$ cat config.mk
export PLATFORM = sky130hd
export DESIGN_NAME = beta_mem_arbiter
export DESIGN_NICKNAME = d
export VERILOG_FILES = /design/src/rtl/beta_pkg.sv /design/src/rtl/beta_arb_timeout.sv /design/src/rtl/beta_mem_arbiter.sv
export SDC_FILE = /design/constraint.sdc
export NUM_CORES = 1
export LEC_CHECK = 0
export ABC_AREA = 1
export CAP_MARGIN = 10
export CORE_AREA = 2 2 109 111
export CTS_CLUSTER_DIAMETER = 50
export CTS_CLUSTER_SIZE = 40
export DETAILED_ROUTE_END_ITERATION = 10
export DIE_AREA = 0 0 111 113
export SLEW_MARGIN = 20
export SYNTH_ARGS = -nofsm -noshare
export SYNTH_HDL_FRONTEND = slang
export SYNTH_SLANG_ARGS = --single-unit
$ cat constraint.sdc
create_clock -name clk_i -period 3.5 [get_ports clk_i]
set_clock_uncertainty 0.05 [all_clocks]
set_input_delay 0.525 -clock clk_i [delete_from_list [all_inputs] [get_ports clk_i]]
set_output_delay 0.525 -clock clk_i [all_outputs]
set_load 0.01 [all_outputs]
$ cat src/rtl/beta_pkg.sv
// Shared types for the beta memory arbiter: FSM state encoding, owner tag and
// the arbitration helper used by the grant logic.
package beta_pkg;

    localparam logic [1:0] ARB_IDLE = 2'd0;
    localparam logic [1:0] ARB_REQ  = 2'd1;
    localparam logic [1:0] ARB_WAIT = 2'd2;

    typedef enum logic [1:0] {
        IDLE = ARB_IDLE,
        REQ  = ARB_REQ,
        WAIT = ARB_WAIT
    } arb_state_t;

    typedef enum logic {
        OWN_IF = 1'b0,
        OWN_LS = 1'b1
    } arb_owner_t;

    // On a tie the LSU wins unless the caller asks to favour fetch.
    function automatic arb_owner_t pick_winner(input logic if_req,
                                               input logic ls_req,
                                               input logic prefer_if);
        if (ls_req && !(if_req && prefer_if)) begin
            return OWN_LS;
        end
        return OWN_IF;
    endfunction

endpackage

$ cat src/rtl/beta_arb_timeout.sv
// Response wait counter: cleared on start, counts while enabled, and flags
// expire in the cycle the wait reaches TimeoutCycles (0 disables it).
module beta_arb_timeout #(
    parameter int unsigned TimeoutCycles = 255
) (
    input  logic clk_i,
    input  logic rstn_i,
    input  logic start,
    input  logic enable,
    output logic expire
);

    localparam int unsigned CntWidth = (TimeoutCycles > 1) ? $clog2(TimeoutCycles + 1) : 1;
    localparam logic [CntWidth:0] Limit = (CntWidth + 1)'(TimeoutCycles);

    logic [CntWidth-1:0] cnt_q;

    always_ff @(posedge clk_i or negedge rstn_i) begin
        if (!rstn_i) begin
            cnt_q <= '0;
        end else if (start) begin
            cnt_q <= '0;
        end else if (enable) begin
            cnt_q <= cnt_q + CntWidth'(1);
        end
    end

    // The current wait cycle is cnt_q+1, so expiry fires on the TimeoutCycles-th cycle.
    assign expire = (TimeoutCycles != 0) && enable &&
                    (({1'b0, cnt_q} + (CntWidth + 1)'(1)) == Limit);

endmodule

$ cat src/rtl/beta_mem_arbiter.sv
// Shares one memory port between instruction fetch and the LSU, one transaction
// at a time. Define BETA_ARB_RR_EN for round-robin; default is LSU-priority.
//
// state | meaning
// IDLE  | sample requests, latch winner and owner tag
// REQ   | drive memory request from the winner's live inputs
// WAIT  | wait for memory response or timeout
module beta_mem_arbiter
    import beta_pkg::*;
#(
    parameter int unsigned DataWidth     = 32,
    parameter int unsigned TimeoutCycles = 255
) (
    input  logic                   clk_i,
    input  logic                   rstn_i,

    input  logic                   arb_if_req_i,
    input  logic [DataWidth-1:0]   arb_if_addr_i,
    output logic                   arb_if_ready_o,
    output logic                   arb_if_valid_o,
    output logic [DataWidth-1:0]   arb_if_rdata_o,
    input  logic                   arb_if_flush_i,

    input  logic                   arb_ls_req_i,
    input  logic                   arb_ls_we_i,
    input  logic [DataWidth/8-1:0] arb_ls_be_i,
    input  logic [DataWidth-1:0]   arb_ls_addr_i,
    input  logic [DataWidth-1:0]   arb_ls_wdata_i,
    output logic                   arb_ls_ready_o,
    output logic                   arb_ls_valid_o,
    output logic [DataWidth-1:0]   arb_ls_rdata_o,

    output logic                   arb_mem_req_o,
    output logic                   arb_mem_we_o,
    output logic [DataWidth/8-1:0] arb_mem_be_o,
    output logic [DataWidth-1:0]   arb_mem_addr_o,
    output logic [DataWidth-1:0]   arb_mem_wdata_o,
    input  logic                   arb_mem_ready_i,
    input  logic                   arb_mem_valid_i,
    input  logic [DataWidth-1:0]   arb_mem_rdata_i,

    output logic                   arb_timeout_o,
    output logic                   arb_busy_o
);

    arb_state_t state_q, state_d;
    arb_owner_t owner_q, winner;
    logic       drop_q, drop_d;
    logic       any_req, in_req, in_wait, accept, resp, expire, flush_hit, owner_if;

    assign any_req  = arb_if_req_i | arb_ls_req_i;
    assign in_req   = (state_q == REQ);
    assign in_wait  = (state_q == WAIT);
    assign owner_if = (owner_q == OWN_IF);
    assign accept   = in_req & arb_mem_ready_i;
    assign resp     = in_wait & arb_mem_valid_i;
    assign flush_hit = arb_if_flush_i & owner_if & (in_req | in_wait);

`ifdef BETA_ARB_RR_EN
    logic prefer_if_q;

    // Favour whichever requester was not granted last time.
    always_ff @(posedge clk_i or negedge rstn_i) begin
        if (!rstn_i) begin
            prefer_if_q <= 1'b0;
        end else if ((state_q == IDLE) && any_req) begin
            prefer_if_q <= (winner == OWN_LS);
        end
    end

    assign winner = pick_winner(arb_if_req_i, arb_ls_req_i, prefer_if_q);
`else
    assign winner = pick_winner(arb_if_req_i, arb_ls_req_i, 1'b0);
`endif

    beta_arb_timeout #(
        .TimeoutCycles(TimeoutCycles)
    ) u_timeout (
        .clk_i  (clk_i),
        .rstn_i (rstn_i),
        .start  (accept),
        .enable (in_wait),
        .expire (expire)
    );

    always_comb begin
        state_d = state_q;
        case (state_q)
            IDLE:    if (any_req) state_d = REQ;
            REQ:     if (arb_mem_ready_i) state_d = WAIT;
            WAIT:    if (arb_mem_valid_i || expire) state_d = IDLE;
            default: state_d = IDLE;
        endcase
    end

    always_comb begin
        drop_d = drop_q;
        if (flush_hit) drop_d = 1'b1;
        if (state_d == IDLE) drop_d = 1'b0;
    end

    always_ff @(posedge clk_i or negedge rstn_i) begin
        if (!rstn_i) begin
            state_q <= IDLE;
            owner_q <= OWN_IF;
            drop_q  <= 1'b0;
        end else begin
            state_q <= state_d;
            drop_q  <= drop_d;
            if ((state_q == IDLE) && any_req) begin
                owner_q <= winner;
            end
        end
    end

    always_comb begin
        arb_mem_req_o   = 1'b0;
        arb_mem_we_o    = 1'b0;
        arb_mem_be_o    = '0;
        arb_mem_addr_o  = '0;
        arb_mem_wdata_o = '0;
        if (in_req) begin
            arb_mem_req_o = 1'b1;
            if (owner_if) begin
                arb_mem_be_o   = '1;
                arb_mem_addr_o = arb_if_addr_i;
            end else begin
                arb_mem_we_o    = arb_ls_we_i;
                arb_mem_be_o    = arb_ls_be_i;
                arb_mem_addr_o  = arb_ls_addr_i;
                arb_mem_wdata_o = arb_ls_wdata_i;
            end
        end
    end

    assign arb_if_ready_o = accept & owner_if;
    assign arb_ls_ready_o = accept & ~owner_if;

    // A flush in the response cycle itself also kills the fetch response.
    assign arb_if_valid_o = resp & owner_if & ~drop_q & ~arb_if_flush_i;
    assign arb_ls_valid_o = resp & ~owner_if;
    assign arb_if_rdata_o = arb_if_valid_o ? arb_mem_rdata_i : '0;
    assign arb_ls_rdata_o = arb_ls_valid_o ? arb_mem_rdata_i : '0;

    assign arb_timeout_o  = in_wait & expire & ~arb_mem_valid_i;
    assign arb_busy_o     = (state_q != IDLE);

endmodule

; ---- After elaboration in Yosys (flattened, before gate mapping)
; Index checks and enable logic that the tools add are counted.
[word_totals]
register_bits = 12
inputBits = 140
[classes]
add_sub_neg = 2
n_eq_ne = 3
n_mux = 22
bitwise_logic = 18
reduce_logical = 8
[ops]
columns = cell, n
row1 = 2-to-1 mux 32 bit, 6
row2 = 2-to-1 mux 8 bit, 2
row3 = AND 1 bit, 12
row4 = adder 8 x 1 -> 9 bit (second input constant), 1
row5 = equality test 9 x 8 -> 1 bit (second input constant), 1
row6 = adder 8 x 1 -> 8 bit (second input constant), 1
row7 = 2-to-1 mux 1 bit, 8
row8 = 2-to-1 mux 4 bit, 2
row9 = 2-to-1 mux 2 bit, 3
row10 = one-hot mux 2 bit (3 select lines), 1
row11 = nonzero test 2 bit, 3
row12 = logical NOT 2 bit, 2
row13 = NOT 1 bit, 4
row14 = equality test 2 x 1 -> 1 bit (second input constant), 1
row15 = equality test 2 bit (second input constant), 1
row16 = logical AND 1 bit, 2
row17 = OR 1 bit, 2
row18 = logical OR 1 bit, 1

; ---- Depth between registers and ports, before layout
; Gate-level depths: netlist of run 1.
[depth]
ltp_word = 8
mapped_depth = 12
mapped_depth_nobuf = 12

; ---- Cells and area by module
; Synthesis of run 1 repeated with hierarchy kept, for this count alone.
[hier_totals]
hier_cells = 409
hier_area_um2 = 2075.7
[modules_own_cells]
columns = module, instances, cells_per_inst, area_per_inst_um2, seq_area_each_um2
row1 = beta_mem_arbiter, 1, 340, 1585.3, 100.1
row2 = beta_arb_timeout, 1, 69, 490.5, 200.2

; ---- Worst setup path before layout of run 1
; No wires, ideal clock.
[synth_timing]
kind = reg2out
start = register state_q[0]
end = output arb_ls_rdata_o[10]
arrival_ns = 1.514
t_required_ns = 2.925
path_slack_ns = 1.411
path_stages_with_launch = 8
n_path_buf = 1
cell_sequence = dfrtp_1 > inv_1 > ha_1 > nand2_1 > nor2_1 > inv_2 > clkbuf_1 > nor2_1
[synth_between]
elab_chain_len = 4
[synth_lines]
columns = item, line
row1 = "start, declared", beta_mem_arbiter.sv:46  ; arb_state_t state_q, state_d;
row2 = "start signal, assigned", beta_mem_arbiter.sv:108  ; state_q <= state_d;
row3 = equality test 2 bit, beta_mem_arbiter.sv:53  ; assign in_wait = (state_q == WAIT);
row4 = AND 1 bit, beta_mem_arbiter.sv:56  ; assign resp = in_wait & arb_mem_valid_i;
row5 = AND 1 bit, beta_mem_arbiter.sv:141  ; assign arb_ls_valid_o = resp & ~owner_if;
row6 = named net arb_ls_valid_o, beta_mem_arbiter.sv:30  ; output logic arb_ls_valid_o,
row7 = 2-to-1 mux 32 bit, beta_mem_arbiter.sv:143  ; assign arb_ls_rdata_o = arb_ls_valid_o ? arb_mem_rdata_i : '0;
row8 = "end, declared", beta_mem_arbiter.sv:31  ; output logic [DataWidth-1:0] arb_ls_rdata_o,
; The timed path passes the listed nets, and every way through them passes these cells.

; ---- Worst setup path after layout of run 1
[layout_timing]
start = input arb_mem_valid_i
end = output arb_if_rdata_o[24]
[layout_between]
elab_chain_len = 5
[layout_lines]
columns = item, line
row1 = "start, declared", beta_mem_arbiter.sv:39  ; input logic arb_mem_valid_i,
row2 = AND 1 bit, beta_mem_arbiter.sv:56
row3 = AND 1 bit (3 in series), beta_mem_arbiter.sv:140  ; assign arb_if_valid_o = resp & owner_if & ~drop_q & ~arb_if_flush_i;
row4 = 2-to-1 mux 32 bit, beta_mem_arbiter.sv:142  ; assign arb_if_rdata_o = arb_if_valid_o ? arb_mem_rdata_i : '0;
row5 = "end, declared", beta_mem_arbiter.sv:21  ; output logic [DataWidth-1:0] arb_if_rdata_o,
; Every way passes these cells.

==> impl_metrics.tcl, run 1 <==
set metrics [dict create \
    wire_per_inst_um 14.2 \
    min_period_ns 2.98 \
    syn_nets 550 \
    dpl-instance-area_um2 4900 \
    worst_slew_pin_slew_ns 0.593 \
    status "completed" \
    synth.most_common_cell "nor2_1" \
    synth_common_cells "nor2_1 (178), inv_1 (85), o21ai_0 (38)" \
    grt_pass1_wl_um 17200 \
    gp_congestion 0.884 \
    ant_nets 0 \
    htree_levels 1 \
    synth_cell_types 20 \
    die-area_um2 12500 \
    seq_area_um2 300 \
    synth_edf_count 0 \
    cap_violations 0 \
    cp-start-kind "primary input" \
    grt_pass1_vias 3156 \
    worstPathCellList "clkdlybuf4s50_1 > nand2_1 > nor4_4 > inv_2 > nor2_1 > clkdlybuf4s50_1" \
    drt_pre_antenna_iters 4 \
    layout-drive-gt1-share_pct 4.48 \
    coreArea_um2 11300 \
    post-cts-setup-buffers 0 \
    setup_tns_ns 0 \
    worst_hold_path_type "flop to flop" \
    nNetsFinal 818 \
    critPathMaxFanout 32 \
    finalCritPeriodShare_pct 85.2 \
    relSlewSlack_pct 60.4 \
    insertion_delay_ns 0.24 \
    vias_per_cell 4.06 \
    cp_slowest_cell "clkdlybuf4s50_1" \
    synth_warnings 0 \
    ys_seq_area_share_pct 15.2 \
    clk_path_buf_depth 2 \
    slew_violations 0 \
    numPortBuffers 279 \
    ctsResizeCount 0 \
    die_y_um 113 \
    synth_area_leaders "nor2_1 (34%), inv_1 (16%), dfrtp_1 (15%)" \
    syn2layout_area_growth_pct 152 \
    antenna_found_initial 2 \
    worstPathArrival_ns 2.41 \
    finalSetupViolations 0 \
    initial_utilization_pct 17.5 \
    synth.cell_area_um2 1980 \
    worstPathRequired_ns 2.92 \
    clock-sinks 12 \
    cts-buffers-inserted 3 \
    yosys.area.top_type "nor2_1" \
    synth-seq-cells 12 \
    fp.dieW_um 111 \
    cts_hold_buf 0 \
    cellPowerDensity_nw_per_um2 449 \
    pre_cts_slack_ns 0.509 \
    vias 3306 \
    max_stage_delay_ns 0.56 \
    hold_violations 0 \
    syn_avg_cell_area_um2 4.89 \
    fmaxAchievable_ghz 0.336 \
    synth_top_area_share_pct 33.8 \
    fill_cells 1162 \
    root_buffer "clkbuf_16" \
    grt_overflow 0 \
    multi_input_area_um2 1250 \
    cts_tree "built" \
    grt_max_degree 40 \
    synthCells 404 \
    drc 0 \
    dp_hpwl_um 9790 \
    rsz0062_at_grt "no" \
    fin_cells 814 \
    layout_setup_ws_ns 0.519 \
    pin_count 280 \
    ir_drop_mv 0.338 \
    rows 39 \
    end_kind "primary output" \
    synth_top_flop_cell "dfrtp_1" \
    fin_area_um2 4970 \
    clkSlewWorstSetupHoldPaths_ns 0.04 \
    cp_common_cell "clkdlybuf4s50_1" \
    grt_use_total_pct 17.0 \
    async_flop_share_pct 100 \
    worstSetupPathType "primary input to primary output" \
    power_leakage_nw 2.27 \
    drtIter0Drc 284 \
    wirelength_um 11600 \
    dp_cells 810 \
]
## worst paths after layout
kind                                     from            endpoint  slack, ns  depth (start not counted)
min                        u_timeout.cnt_q[7]  u_timeout.cnt_q[7]       0.53                          2
min reg2reg                u_timeout.cnt_q[7]  u_timeout.cnt_q[7]       0.53                          2
min in group asynchronous              rstn_i  u_timeout.cnt_q[6]       0.62                          1
max                           arb_mem_valid_i  arb_if_rdata_o[24]       0.52                          6
max in group asynchronous              rstn_i  u_timeout.cnt_q[2]       2.40                          1
max reg2reg                        state_q[1]  u_timeout.cnt_q[5]       1.64                          8
## where the power goes
group	internal (W)	switching, W	leakage [nW]
Clock	0.000149	0.0000584	0.0370
Sequential	0.000171	0.0000472	0.160
Combinational	0.000896	0.000911	2.07
## state kept, by name, indices dropped and copies added (netlist names)
name             flops
drop_q               1
owner_q              1
state_q              2
u_timeout.cnt_q      8
## layer usage
metal / part of all wire, % / up-vias / global-route usage [%] / wire length (µm)
met5: 0.11 / - / 0 / 13
met4: 1.5 / 2 / 3.25 / 171
met3: 6.7 / 14 / 3.91 / 781
met2: 51 / 145 / 31.5 / 5900
met1: 41 / 1430 / 20.3 / 4730
li1: - / 1715 / - / -
## worst max-delay path: cells and delay by family
family	cells	cell delay, ns
buffers and inverters	3	1.35
AND/OR/NAND/NOR	3	0.52
## cells by family (layout without fill, tap and decap cells)
family / after synthesis / after routing / synth area share, %
buffers and inverters: 111 / 377 / 21.4
and+or+nand+nor: 228 / 228 / 46.9
other: 0 / 1 / 0
AOI/OAI and AO/OA: 47 / 47 / 12.7
DFF: 12 / 12 / 15.2
adders and majority gates: 6 / 6 / 3.80
## cell usage in the layout, fill, tap and decap left out, types with 4 or more instances in the layout
master | netlist | layout
buf_4 | 0 | 4
nand2_2 | 7 | 7
inv_2 | 6 | 6
nand2_1 | 28 | 28
clkdlybuf4s50_1 | 0 | 279
nand3_1 | 6 | 6
o21ai_0 | 38 | 38
dfrtp_1 | 12 | 12
ha_1 | 6 | 6
nor2_1 | 178 | 178
o22ai_1 | 4 | 4
inv_1 | 85 | 85
nor2_2 | 4 | 4
## cell type report
class / count / share of cell area [%]
flip-flops and latches: 12 / 6.04
clock buffers: 3 / 1.51
repair buffers: 283 / 56.8
diodes: 1 / 0.0503
well taps: 143 / 3.60
multi-input cells: 281 / 25.2
inverters: 91 / 6.87
## per-stage QoR
stage | total power (W) | util, % | hold WS [ns]
after CTS | 0.00226 | 44.1 | 0.523
final | 0.00223 | 44.1 | 0.525
after global placement | 0.00202 | 43.4 | 0.500
after detailed placement | 0.00203 | 43.4 | 0.515
after global routing | 0.00241 | 44.1 | 0.563
after floorplan | 0.00103 | - | 0.179
Power figures use the tool's default switching activity.
==> run 2, diff against run 1 <==
--- a/config.mk
+++ b/config.mk
@@ -6,12 +6,13 @@
 export NUM_CORES = 1
 export LEC_CHECK = 0
 export ABC_AREA = 1
-export CAP_MARGIN = 10
+export CAP_MARGIN = 5
 export CORE_AREA = 2 2 109 111
 export CTS_CLUSTER_DIAMETER = 50
 export CTS_CLUSTER_SIZE = 40
 export DETAILED_ROUTE_END_ITERATION = 10
 export DIE_AREA = 0 0 111 113
+export DONT_BUFFER_PORTS = 1
 export SLEW_MARGIN = 20
 export SYNTH_ARGS = -nofsm -noshare
 export SYNTH_HDL_FRONTEND = slang
==> run 2 against run 1 <==
Core utilization down 25 points. Combinational power down 45%. Register-to-register slack about the same. Global-route usage down 5.6 points. Critical endpoint is now arb_if_rdata_o[14]. Largest power group unchanged. Highest routed layer unchanged.
==> impl_metrics.tcl, run 2 (same netlist as run 1, synthesis figures left out) <==
set metrics [dict create \
    worstPathArrival_ns 2.09 \
    vias_per_cell 4.49 \
    path_buf_inv 2 \
    layout-drive-gt1-share_pct 7.89 \
    grt_overflow 0 \
    wirelength_um 8260 \
    syn2layout_area_growth_pct 11.7 \
    wire_per_inst_um 15.3 \
    cp_slowest_cell "dfrtp_1" \
    top_regs "u_timeout.cnt_q (8), state_q (2)" \
    clk_path_buf_depth 2 \
    largest_reg_flops 8 \
    worst_hold_path_type "primary input to flop" \
    cp-start-kind "flop" \
    rows 39 \
    insertion_delay_ns 0.25 \
    fin_area_um2 2210 \
    regMostFlops "u_timeout.cnt_q" \
    coreArea_um2 11300 \
    fill_cells 1276 \
    hold_violations 0 \
    worstPathRequired_ns 2.92 \
    ant_nets 0 \
    clkSlewWorstSetupHoldPaths_ns 0.05 \
    grt_pass1_vias 1905 \
    grt_max_degree 41 \
    finalCritPeriodShare_pct 76.2 \
    initial_utilization_pct 17.5 \
    whs_ns 0.361 \
    setup_tns_ns 0 \
    end_kind "primary output" \
    finalSetupViolations 0 \
    drt_pre_antenna_iters 7 \
    relSlewSlack_pct 34.6 \
    clock-sinks 12 \
    root_buffer "clkbuf_16" \
    min_from "arb_ls_req_i" \
    rr_startpoint "state_q[1]" \
    gp_congestion 0.845 \
    die_y_um 113 \
    pin_count 280 \
    min_period_ns 2.67 \
    worst_slew_pin_slew_ns 0.978 \
    layout_common_cells "nor2_1 (178), inv_1 (85), o21ai_0 (38)" \
    power_leakage_nw 1.25 \
    dp_hpwl_um 7030 \
    drtIter0Drc 188 \
    die-area_um2 12500 \
    htree_levels 1 \
    max_stage_delay_ns 0.43 \
    min_to "owner_q" \
    critPathMaxFanout 32 \
    fp.dieW_um 111 \
    ir_drop_mv 0.252 \
    min_path_cells 2 \
    rsz0062_at_grt "no" \
    final_core_util_pct 19.6 \
    cts-buffers-inserted 3 \
    r2r_setup_slack_ns 1.65 \
    cap_violations 0 \
    cts_tree "built" \
    worstPathCellList "inv_1 > ha_1 > nand2_1 > nor4_4 > inv_2 > nor2_1" \
    nNetsFinal 540 \
    cellPowerDensity_nw_per_um2 659 \
    dpl-instance-area_um2 2100 \
    dp_cells 531 \
    grt_use_total_pct 11.4 \
    vias 2414 \
    numPortBuffers 0 \
    slew_violations 0 \
    drc 0 \
    antenna_found_initial 3 \
    fin_cells 538 \
    grt_pass1_wl_um 11100 \
    mostFrequentLayoutCell "nor2_1" \
    r2r_cells 8 \
    worstSetupPathType "flop to primary output" \
    reg2reg_to "u_timeout.cnt_q[1]" \
    status "completed" \
    fmaxAchievable_ghz 0.375 \
    cp_top_family "simple AND/OR/NAND/NOR gates" \
]
run 2: changes by cell type in the layout (fill, tap and decap cells not counted):
cell and delta:
diode_2 +1, clkbuf_8 +1, clkdlybuf4s50_1 -279, dlygate4sd3_1 +1
run 2: how the worst max path moves through the flow:
stage / startpoint / end / slack [ns] / cells past startpoint
global placement: state_q[0] / arb_if_rdata_o[3] / 1.18 / 6
floorplan: state_q[0] / arb_ls_rdata_o[10] / 1.41 / 7
CTS: state_q[0] / arb_if_rdata_o[14] / 0.87 / 6
global route: state_q[0] / arb_if_rdata_o[24] / 0.73 / 6
detailed placement: state_q[0] / arb_if_rdata_o[14] / 1.13 / 6
finish: state_q[0] / arb_if_rdata_o[14] / 0.83 / 6
run 2: layout make-up:
type / count / area (µm²) / area share (%)
Tap cell: 143 / 179 / 8.11
Clock buffer: 4 / 88.8 / 4.02
Timing Repair Buffer: 5 / 40.0 / 1.81
Multi-Input combinational cell: 281 / 1250 / 56.7
Antenna cell: 2 / 5.00 / 0.227
Sequential cell: 12 / 300 / 13.6
Inverter: 91 / 342 / 15.5
run 2: timing repair:
| item | 4_1_cts | 5_1_grt |
|---|---|---|
| setup buffers | 0 | 0 |
| setup endpoints to repair | 0 | 0 |
| hold endpoints to repair | 12 | 0 |
| hold buffers | 1 | 0 |
| gates resized for setup | 0 | 0 |
run 2: power by group:
group | switching [W] | internal [W]
clock network | 0.0000656 | 0.000173
registers | 0.0000459 | 0.000171
logic | 0.000776 | 0.000222
run 2: through the flow:
stage                     setup slack [ns]  total power [W]
after global placement                1.18          0.00122
after CTS                            0.872          0.00147
final                                0.834          0.00145
after detailed placement              1.13          0.00122
after global routing                 0.729          0.00159
after floorplan                       1.41          0.00103
run 2: routing by layer:
metal  global-route usage (%)  share of wire [%]  wire length, µm  up-vias
li1                         -                  -                -     1156
met2                     16.1                 43             3590      169
met4                     2.42                1.3              111        2
met3                     4.71                 12              970       13
met5                        0               0.13               11        -
met1                     16.2                 43             3570     1074
==> RTL change 1, RTL diff (config.mk and constraints of run 2) <==
`TimeoutCycles` is set to 255 in 2 places; all go to 510.
--- a/src/rtl/beta_arb_timeout.sv
+++ b/src/rtl/beta_arb_timeout.sv
@@ -3,3 +3,3 @@
 module beta_arb_timeout #(
-    parameter int unsigned TimeoutCycles = 255
+    parameter int unsigned TimeoutCycles = 510
 ) (
--- a/src/rtl/beta_mem_arbiter.sv
+++ b/src/rtl/beta_mem_arbiter.sv
@@ -11,3 +11,3 @@
     parameter int unsigned DataWidth     = 32,
-    parameter int unsigned TimeoutCycles = 255
+    parameter int unsigned TimeoutCycles = 510
 ) (
Function: same outputs for any inputs over 10 cycles, from zero or initial values and one cycle with rstn_i low; that may be too few to reach the edited logic, so the function may still have changed.
==> RTL change 1 against run 2 <==
Synthesized area grew 2.5%; total power rose by 6.0%; wire length rose by 4.0%; setup slack worse by 0.19 ns; critical path depth is the same; critical endpoint is now arb_if_rdata_o[6]; register-to-register slack worse by 0.08 ns; sequential cell count increased by 1; hold slack gained 0.040 ns; global-route usage rose by 0.24 points; non-clock buffer count increased by 33; cell area grew 12%.
==> RTL change 1: results <==
export IMPL_finalWirelength_um=8580
export IMPL_cts_resized=0
export IMPL_p_leak_uw=0.00146
export IMPL_synth_area_leaders="nor2_1 34%, inv_1 17%, dfrtp_1 16%"
export IMPL_synth_xor_area_frac=0.00432
export IMPL_synthesis_nets=559
export IMPL_final_nets=581
export IMPL_synth_distinct_cells=22
export IMPL_tightest_slew_ns=0.965
export IMPL_insertedDiodeCount=0
export IMPL_grt_pass1_vias=2077
export IMPL_dp_slack_ns=0.834
export IMPL_crit_fanout=32
export IMPL_yosysSeqAreaShare=0.161
export IMPL_place_congestion=0.783
export IMPL_antenna_found_initial=2
export IMPL_grt_pass1_wl_um=11600
export IMPL_slowest_delay_ns=0.46
export IMPL_synthAdderAreaFrac=0.0371
export IMPL_vdd_ir_drop_max_mv=0.259
export IMPL_grt_max_degree=40
export IMPL_drive_gt1_frac=0.122
export IMPL_reg_top3="u_timeout.cnt_q (9), state_q (2)"
export IMPL_crit_arrival_ns=2.28
export IMPL_synth_compound_area_frac=0.128
export IMPL_place_area_mm2=0.00239
export IMPL_synth_area_mux_share=0
export IMPL_drt_iter0_drc=160
export IMPL_synthTopCellsByCount="182 x nor2_1, 93 x inv_1, 34 x o21ai_0"
export IMPL_status="finished, final reports clean"
export IMPL_grtUsageTotal=0.116
## RTL change 1: cell types whose count changed in the layout (fill, tap and decap cells not counted), sizes merged, moves of 2 or more
cell and change:
buf +33, inv +4, o22ai +5, diode -2
nand4 -2, o21ai -4, nor2 +3
## RTL change 1: cell type report
cell class,count,area share
clock buffer,4,0.0318
sequential,13,0.131
timing repair buffer,38,0.116
tap,143,0.0721
inverter,95,0.144
multi-input combinational,284,0.506
## RTL change 1: metrics by stage
| stage | power (uW) | util | instances |
|---|---|---|---|
| 2_1_floorplan | 1030 | - | 413 |
| 3_3_place_gp | 1310 | 0.212 | 572 |
| 3_5_place_dp | 1310 | 0.212 | 572 |
| 4_1_cts | 1540 | 0.220 | 577 |
| 5_1_grt | 1650 | 0.220 | 577 |
| 6_report | 1540 | 0.220 | 577 |
## RTL change 1: per-layer routing
metal,vias up,track usage,part of all wire
li1,1244,-,-
met1,1129,0.165,0.43
met2,194,0.173,0.43
met3,12,0.0386,0.12
met4,4,0.0225,0.013
met5,-,0,0.0029
## RTL change 1: cells by family (layout without fill, tap and decap cells)
group,Yosys count,after routing
DFF,13,13
adders and majority gates,6,6
and+or+nand+nor,229,229
buffers and inverters,116,137
xor gates and xnor gates,1,1
AOI/OAI and AO/OA,48,48
## RTL change 1: path summary, 6_finish.rpt
check	end	slack [ns]	startpoint	depth (start not counted)
max	arb_if_rdata_o[6]	0.64	state_q[0]	6
min	owner_q	0.40	arb_ls_req_i	2
max reg2reg	drop_q	1.57	state_q[1]	9
min reg2reg	u_timeout.cnt_q[0]	0.50	u_timeout.cnt_q[0]	1
max in group asynchronous	u_timeout.cnt_q[1]	2.28	rstn_i	1
min in group asynchronous	u_timeout.cnt_q[6]	0.71	rstn_i	1
## RTL change 1: worst register-to-register path, delay by kind of cell (launching register included)
kind                       cells  cell delay [ns]
AOI/OAI and AO/OA              3             0.47
buffers and inverters          3             0.60
DFF                            1             0.42
and+or+nand+nor                2             0.16
adders and majority gates      1             0.18
## RTL change 1: repair_timing
action / in CTS / in global routing
setup endpoints to repair: 0 / 0
hold endpoints to repair: 13 / 0
hold buffers: 1 / 0
## RTL change 1: where the power goes
group          internal, uW  switching [uW]
clock network           154            65.2
registers               182            36.2
logic                   285             818
total                   621             919
==> RTL change 2, RTL diff (settings of run 2) <==
Made on the original files. Register the output `arb_timeout_o`, with the module's reset; this adds one clock of latency there. The other outputs are not delayed to match.
--- a/src/rtl/beta_mem_arbiter.sv
+++ b/src/rtl/beta_mem_arbiter.sv
@@ -144,3 +144,9 @@
 
-    assign arb_timeout_o  = in_wait & expire & ~arb_mem_valid_i;
+    always_ff @(posedge clk_i or negedge rstn_i) begin
+        if (!rstn_i) begin
+            arb_timeout_o <= '0;
+        end else begin
+            arb_timeout_o <= in_wait & expire & ~arb_mem_valid_i;
+        end
+    end
     assign arb_busy_o     = (state_q != IDLE);
Function: same outputs for any inputs over 10 cycles, from zero or initial values and one cycle with rstn_i low; that may be too few to reach the edited logic, so the function may still have changed.
==> RTL change 2 against run 2 <==
Critical endpoint is now arb_if_rdata_o[2]; cell area increased by 5.8%; wire length decreased by 7.7%; setup slack got worse by 0.24 ns; total power increased by 5.5%; sequential share of layout area increased by 0.33 points; die area unchanged; fmax decreased by 8.1%; synthesized area increased by 0.44%; first-iteration DRC count decreased by 40%; sequential cell count increased by 1; utilization increased by 1.1 points; global-route usage decreased by 0.92 points.
==> RTL change 2: results <==
export IMPL_vias=2428
export IMPL_buffers_excl_clock=24
export IMPL_wl_met3_um=613
export IMPL_drt_met1_wl_um=3110
export IMPL_use_met1=0.126
export IMPL_hold_end="arb_timeout_o"
export IMPL_r2r_cells=9
export IMPL_grt_pass1_wl_um=10400
export IMPL_r2r_end="drop_q"
export IMPL_holdPathStages=1
export IMPL_grt_max_degree=38
export IMPL_vdd_ir_drop_max_mv=0.155
export IMPL_multiInputGateArea_mm2=0.00123
export IMPL_hpwl_um=6500
export IMPL_crit_arrival_ns=2.33
export IMPL_seq_cell_share=0.139
export IMPL_endpoint="arb_if_rdata_o[2]"
export IMPL_synthesis_nets=550
export IMPL_viasPerCell=4.38
export IMPL_dp_slack_ns=0.806
export IMPL_worstReg2RegStart="state_q[1]"
export IMPL_buf_share=0.0782
export IMPL_place_congestion=0.810
export IMPL_seq_cells=13
export IMPL_top_layer_used="met4"
export IMPL_r2r_slack_ns=1.51
export IMPL_place_area_mm2=0.00225
export IMPL_insertedDiodeCount=0
export IMPL_met2WireLength_um=3780
export IMPL_status="finished, final reports clean"
export IMPL_synth_distinct_cells=21
export IMPL_drt_iter0_drc=113
export IMPL_synthTopCellsByCount="178 x nor2_1, 89 x inv_1, 38 x o21ai_0"
export IMPL_first_pass_iters=4
export IMPL_use_met2=0.194
export IMPL_slew_headroom=0.378
export IMPL_avgRoutedWirePerCell_um=13.7
export IMPL_cts_resized=0
export IMPL_drive_gt1_frac=0.0876
export IMPL_clkCellAreaFrac=0.0338
export IMPL_yosysSeqAreaShare=0.164
export IMPL_grt_pass1_vias=1883
export IMPL_finalCoreUtilization=0.207
export IMPL_min_period_ns=2.90
export IMPL_grtUsageTotal=0.105
export IMPL_root_buffer="clkbuf_16"
export IMPL_antenna_found_initial=0
export IMPL_nNonClkInverters=89
export IMPL_fillers=1282
export IMPL_final_nets=558
export IMPL_hp_start="arb_mem_valid_i"
export IMPL_grt_use_met3=0.0177
export IMPL_synth_warnings=0
export IMPL_synthArstFlopShare=1.00
export IMPL_hold_slack_ns=0.292
export IMPL_netlist_area_mm2=0.00198
export IMPL_numCtsBuffers=3
export IMPL_synth_area_leaders="nor2_1 34%, inv_1 17%, dfrtp_1 16%"
export IMPL_p_leak_uw=0.00135
==> RTL change 2: cell count changes after synthesis, moves of 2 or more <==
| cell | delta |
|---|---|
| a31oi_1 | +2 |
| buf_2 | +4 |
| clkbuf_1 | -3 |
| inv_1 | +4 |
| inv_2 | -6 |
| nand2_1 | +2 |
| nand2_2 | -3 |
| nand3_1 | +2 |
| nand3_2 | -2 |
| nand4_1 | -2 |
==> RTL change 2: power breakdown <==
group	switching (uW)	total, uW	internal [uW]
clock	66.9	221	154
sequential	40.1	226	186
combinational	815	1090	272
total	922	1530	612
==> RTL change 2: worst max-delay path: stages (launching register included) <==
cell     delay, ns
dfrtp_1       0.42
inv_1         0.11
ha_1          0.24
nand2_1       0.13
nor4_4        0.30
inv_1         0.49
nor2_1        0.37
==> RTL change 2: kinds of logic after synthesis <==
logic type / count (synthesis) / share of synthesized area
and+or+nand+nor: 225 / 0.449
buffers and inverters: 110 / 0.214
AOI/OAI and AO/OA: 50 / 0.136
DFF: 13 / 0.164
adders and majority gates: 6 / 0.0378
